<file path="src/rtl/win_counter.sv">
// Per-player round-win tally: edge-detects win, keeps a saturating score, drives a 7-seg digit.
// Latency: score and round_reset_req update 1 cycle after the win rise is sampled.
// No backpressure: round_reset_req is a fixed-length pulse, then waits for the playfield to clear.
module win_counter #(
  parameter int MAX_WINS   = 7,
  parameter int REQ_CYCLES = 2
) (
  input  logic       clk,
  input  logic       reset,
  input  logic       win,
  input  logic       freeze,
  input  logic       clear,
  output logic       round_reset_req,
  output logic [2:0] score,
  output logic       game_over,
  output logic [6:0] hex
);

  typedef enum logic [1:0] {IDLE, REQ, WAIT, DONE} state_t;

  state_t     state, state_nxt;
  logic [2:0] score_nxt;
  logic [3:0] cnt, cnt_nxt;
  logic       win_d;
  logic       win_rise;

  // win_d resets high so a win held through reset is not seen as a fresh edge
  assign win_rise = win & ~win_d;

  // Registered state: FSM, score, pulse counter and the win history flop
  always_ff @(posedge clk or negedge reset) begin
    if (!reset) begin
      state <= IDLE;
      score <= 3'd0;
      cnt   <= 4'd0;
      win_d <= 1'b1;
    end else begin
      state <= state_nxt;
      score <= score_nxt;
      cnt   <= cnt_nxt;
      win_d <= win;
    end
  end

  // Next-state logic; clear outranks everything, including a simultaneous win
  always_comb begin
    state_nxt = state;
    score_nxt = score;
    cnt_nxt   = cnt;
    if (clear) begin
      state_nxt = IDLE;
      score_nxt = 3'd0;
      cnt_nxt   = 4'd0;
    end else begin
      case (state)
        IDLE: begin
          if (win_rise && !freeze && (score < 3'(MAX_WINS))) begin
            score_nxt = score + 3'd1;
            cnt_nxt   = 4'(REQ_CYCLES);
            if ((score + 3'd1) == 3'(MAX_WINS)) state_nxt = DONE;
            else                                state_nxt = REQ;
          end
        end
        REQ: begin
          cnt_nxt = cnt - 4'd1;
          if (cnt <= 4'd1) state_nxt = WAIT;
        end
        WAIT: begin
          if (!win) state_nxt = IDLE;
        end
        DONE: begin
          state_nxt = DONE;
        end
        default: state_nxt = IDLE;
      endcase
    end
  end

  // Outputs decoded from registered state so reset drops them immediately
  always_comb begin
    round_reset_req = (state == REQ);
    game_over       = (state == DONE);
  end

  // Active-low 7-segment decode of the registered score, {g,f,e,d,c,b,a}
  always_comb begin
    hex = 7'b1111111;
    case (score)
      3'd0: hex = 7'b1000000;
      3'd1: hex = 7'b1111001;
      3'd2: hex = 7'b0100100;
      3'd3: hex = 7'b0110000;
      3'd4: hex = 7'b0011001;
      3'd5: hex = 7'b0010010;
      3'd6: hex = 7'b0000010;
      3'd7: hex = 7'b1111000;
      default: hex = 7'b1111111;
    endcase
  end

endmodule

</file>
<file path="config.mk">
export PLATFORM = sky130hd
export DESIGN_NAME = win_counter
export DESIGN_NICKNAME = d
export VERILOG_FILES = /design/src/rtl/win_counter.sv
export SDC_FILE = /design/constraint.sdc
export NUM_CORES = 1
export LEC_CHECK = 0
export ABC_CLOCK_PERIOD_IN_PS = 2230
export CAP_MARGIN = 0
export CORE_MARGIN = 5
export CORE_UTILIZATION = 48
export CTS_CLUSTER_SIZE = 10
export DETAILED_ROUTE_END_ITERATION = 10
export PLACE_DENSITY_LB_ADDON = 0.15
export SLEW_MARGIN = 20
export SYNTH_ARGS = -nofsm -noshare
export SYNTH_HDL_FRONTEND = slang
export SYNTH_SLANG_ARGS = --single-unit
</file>
<file path="constraint.sdc">
create_clock -name clk -period 2.23 [get_ports clk]
set_input_delay 0.446 -clock clk [delete_from_list [all_inputs] [get_ports clk]]
set_output_delay 0.446 -clock clk [all_outputs]
set_load 0.01 [all_outputs]
</file>
==> flow_metrics.tcl <==
set metrics [dict create \
    ys_seq_elements 10 \
    die_y_um 49.8 \
    p_int_uw 468 \
    max_slew_margin_pct 68.2 \
    required_ns 1.78 \
    min_period_over_period_pct 95.5 \
    wl_um 1550 \
    synth_edf_count 0 \
    finalInstanceArea_um2 988 \
    synth_area_um2 761 \
    synthMuxAreaShare_pct 4.77 \
    synth_top_area_share_pct 29.6 \
    finClkSkew_ns 0.00959 \
    synth_compound_area_share_pct 12.5 \
    detail_route.vias_per_cell 5.53 \
    power_frac_comb_pct 51.0 \
    setup_viol 0 \
    hpwl_um 1190 \
    rows 14 \
    maxCapViolCount 0 \
    num_antenna_cells 0 \
    antenna_found_initial 0 \
    total_power_uw 754 \
    seq_power_share_pct 32.1 \
    synthSimpleGateAreaFrac_pct 22.5 \
    fin_setup_tns_ns 0 \
    synth_nets 98 \
    synth_xor_area_share_pct 3.45 \
    fp.dieArea_um2 2480 \
    outcome "finished, final reports clean" \
    synthAdderAreaFrac_pct 18.1 \
    clk_pin_slew_ns 0.07 \
    io_buffer_count 16 \
    yosysSeqAreaShare_pct 33.1 \
    switching_power_uw 286 \
    hold_class "in2async" \
    use_met1_pct 18.5 \
    dr.pass1.iters 4 \
    fin_crit_ns 2.13 \
    clock.fmax_mhz 469 \
    area.growth.synth_to_final_pct 29.9 \
    synth_ff_type "dfrtp_1" \
    cts-root-buf "clkbuf_4" \
    die_w_um 49.8 \
    rsz0062_at_grt "false" \
    initial_core_util_pct 50.5 \
    dr.first_iter.drc_count 13 \
    cts.htree.levels 1 \
    met3_usage_pct 2.71 \
    power_density_nw_per_um2 763 \
    cp_max_fo 4 \
    track_usage_pct 13.7 \
    ys_warn_count 0 \
    startpoint_type "register" \
    top_usage_layer "met2" \
    grt_pass1_wl_um 2680 \
    ioPinCount 17 \
    r2r-start "cnt[0]" \
    worst_pin_slew_ns 0.475 \
    arrival_ns 1.68 \
    path_class "reg2out" \
    syn_inst 82 \
    post_route_cells_drive_above_1_share_pct 13.7 \
    reg2reg_to "state[1]" \
    vias 652 \
    cp-end-kind "primary output" \
    cts_buffers 3 \
    grt_pass1_vias 597 \
    place_congestion 0.761 \
    cts_tree "yes" \
    grt_max_degree 14 \
    drc 0 \
    power_frac_clock_pct 16.9 \
    drv_slew 0 \
    synth_top_family_by_area "simple AND/OR/NAND/NOR gates" \
    placed_cell_area_um2 943 \
    power.static_leakage_uw 0.000490 \
    rr_worst_depth 6 \
    use_met2_pct 20.6 \
    ff2ff_setup_slack_ns 0.53 \
    core_area_um2 1510 \
    ir_drop_mv 0.411 \
    ant_nets 0 \
    hold_violations 0 \
    fillerInstances 135 \
    yosys.area.top_type "dfrtp_1" \
    avgSynthCellArea_um2 9.28 \
    swShare_pct 37.9 \
    ys_types 33 \
    clk_latency_ns 0.26 \
    cts_num_sinks 10 \
    fin_nets 119 \
    grt-ovfl-total 0 \
    routedWlPerCell_um 13.2 \
    clock_path_buffers 2 \
    synthTopCellsByArea "dfrtp_1 (30%), ha_1 (18%), inv_1 (3.9%), nor2_1 (3.9%), dfstp_2 (3.5%)" \
    postLayoutCoreUtil_pct 65.6 \
    ys_async_sr_fraction_pct 100 \
]
[critical path: stages, from the launching register on]
cell	delay, ns
dfrtp_1	0.38
buf_4	0.15
ha_1	0.23
nand2_1	0.09
o21ai_0	0.08
clkdlybuf4s50_1	0.49
[synthesized netlist by cell type, types with 2 or more instances]
cell	count
o21ai_0	2
ha_1	11
inv_1	8
nand2_1	7
nor2_1	8
o31ai_1	3
xor2_1	2
clkbuf_1	2
nor3_1	3
a21oi_1	3
dfrtp_1	9
nand3_1	3
[cells in the final DEF, fill, tap and decap left out, types with 2 or more instances in the layout]
cell | synthesis | routed
clkbuf_4 | 0 | 3
inv_1 | 8 | 8
dfrtp_1 | 9 | 9
o21ai_0 | 2 | 2
nor3_1 | 3 | 3
nand3_1 | 3 | 3
dlymetal6s2s_1 | 0 | 4
nand2_1 | 7 | 7
a21oi_1 | 3 | 3
nor2_1 | 8 | 8
o31ai_1 | 3 | 3
ha_1 | 11 | 10
buf_4 | 0 | 3
clkdlybuf4s50_1 | 0 | 11
xor2_1 | 2 | 2
[worst max-delay path by stage]
stage	slack [ns]	endpoint	depth (start not counted)	start
2_1_floorplan	0.52	hex[3]	4	score[0]
3_3_place_gp	0.22	hex[3]	5	score[0]
3_5_place_dp	0.18	hex[3]	5	score[0]
4_1_cts	0.04	round_reset_req	3	state[1]
5_1_grt	0.006	hex[5]	5	score[1]
6_report	0.1	hex[5]	5	score[0]
[logic make-up after synthesis]
group                      Yosys count
buffers and inverters               11
and+or+nand+nor                     31
xor gates and xnor gates             3
adders and majority gates           11
AOI/OAI and AO/OA                   13
muxes                                3
DFF                                 10
[power by group through the flow]
stage	sequential [uW]	clock, uW	combinational, uW
2_1_floorplan	241	0	265
3_3_place_gp	244	0	371
3_5_place_dp	246	0	376
4_1_cts	241	134	382
5_1_grt	247	144	426
6_report	242	128	384
[metal layers]
metal,vias to the layer above,part of all wire [%]
met5,-,0
li1,325,-
met1,310,53
met2,15,43
met3,2,4.0
met4,0,0.77
[metrics by stage]
step,hold WS (ns),std cells,setup slack (ns)
floorplan,0.150,82,0.518
CTS,0.502,118,0.0382
detailed placement,0.566,113,0.178
global placement,0.563,113,0.221
finish,0.486,118,0.0993
global route,0.524,118,0.00551
[what timing repair did]
action	in CTS	in global routing
endpoints found under the setup margin	3	5
gates cloned	0	0
setup buffers	1	0
resized for setup	1	5
hold buffers	0	0
[sequential cells by signal, indices dropped and copies added, names as in the netlist]
register and cells:
score 3, win_d 1, state 2, cnt 4
[cell type report]
type	instances	area [um^2]	area share, %
multi-input combinational	61	469	47.5
sequential	10	251	25.4
timing repair buffer	19	191	19.4
inverter	8	30.0	3.04
clock buffer	4	26.3	2.66
tap	16	20.0	2.03
Note: power is estimated with default switching activity, not from simulation.
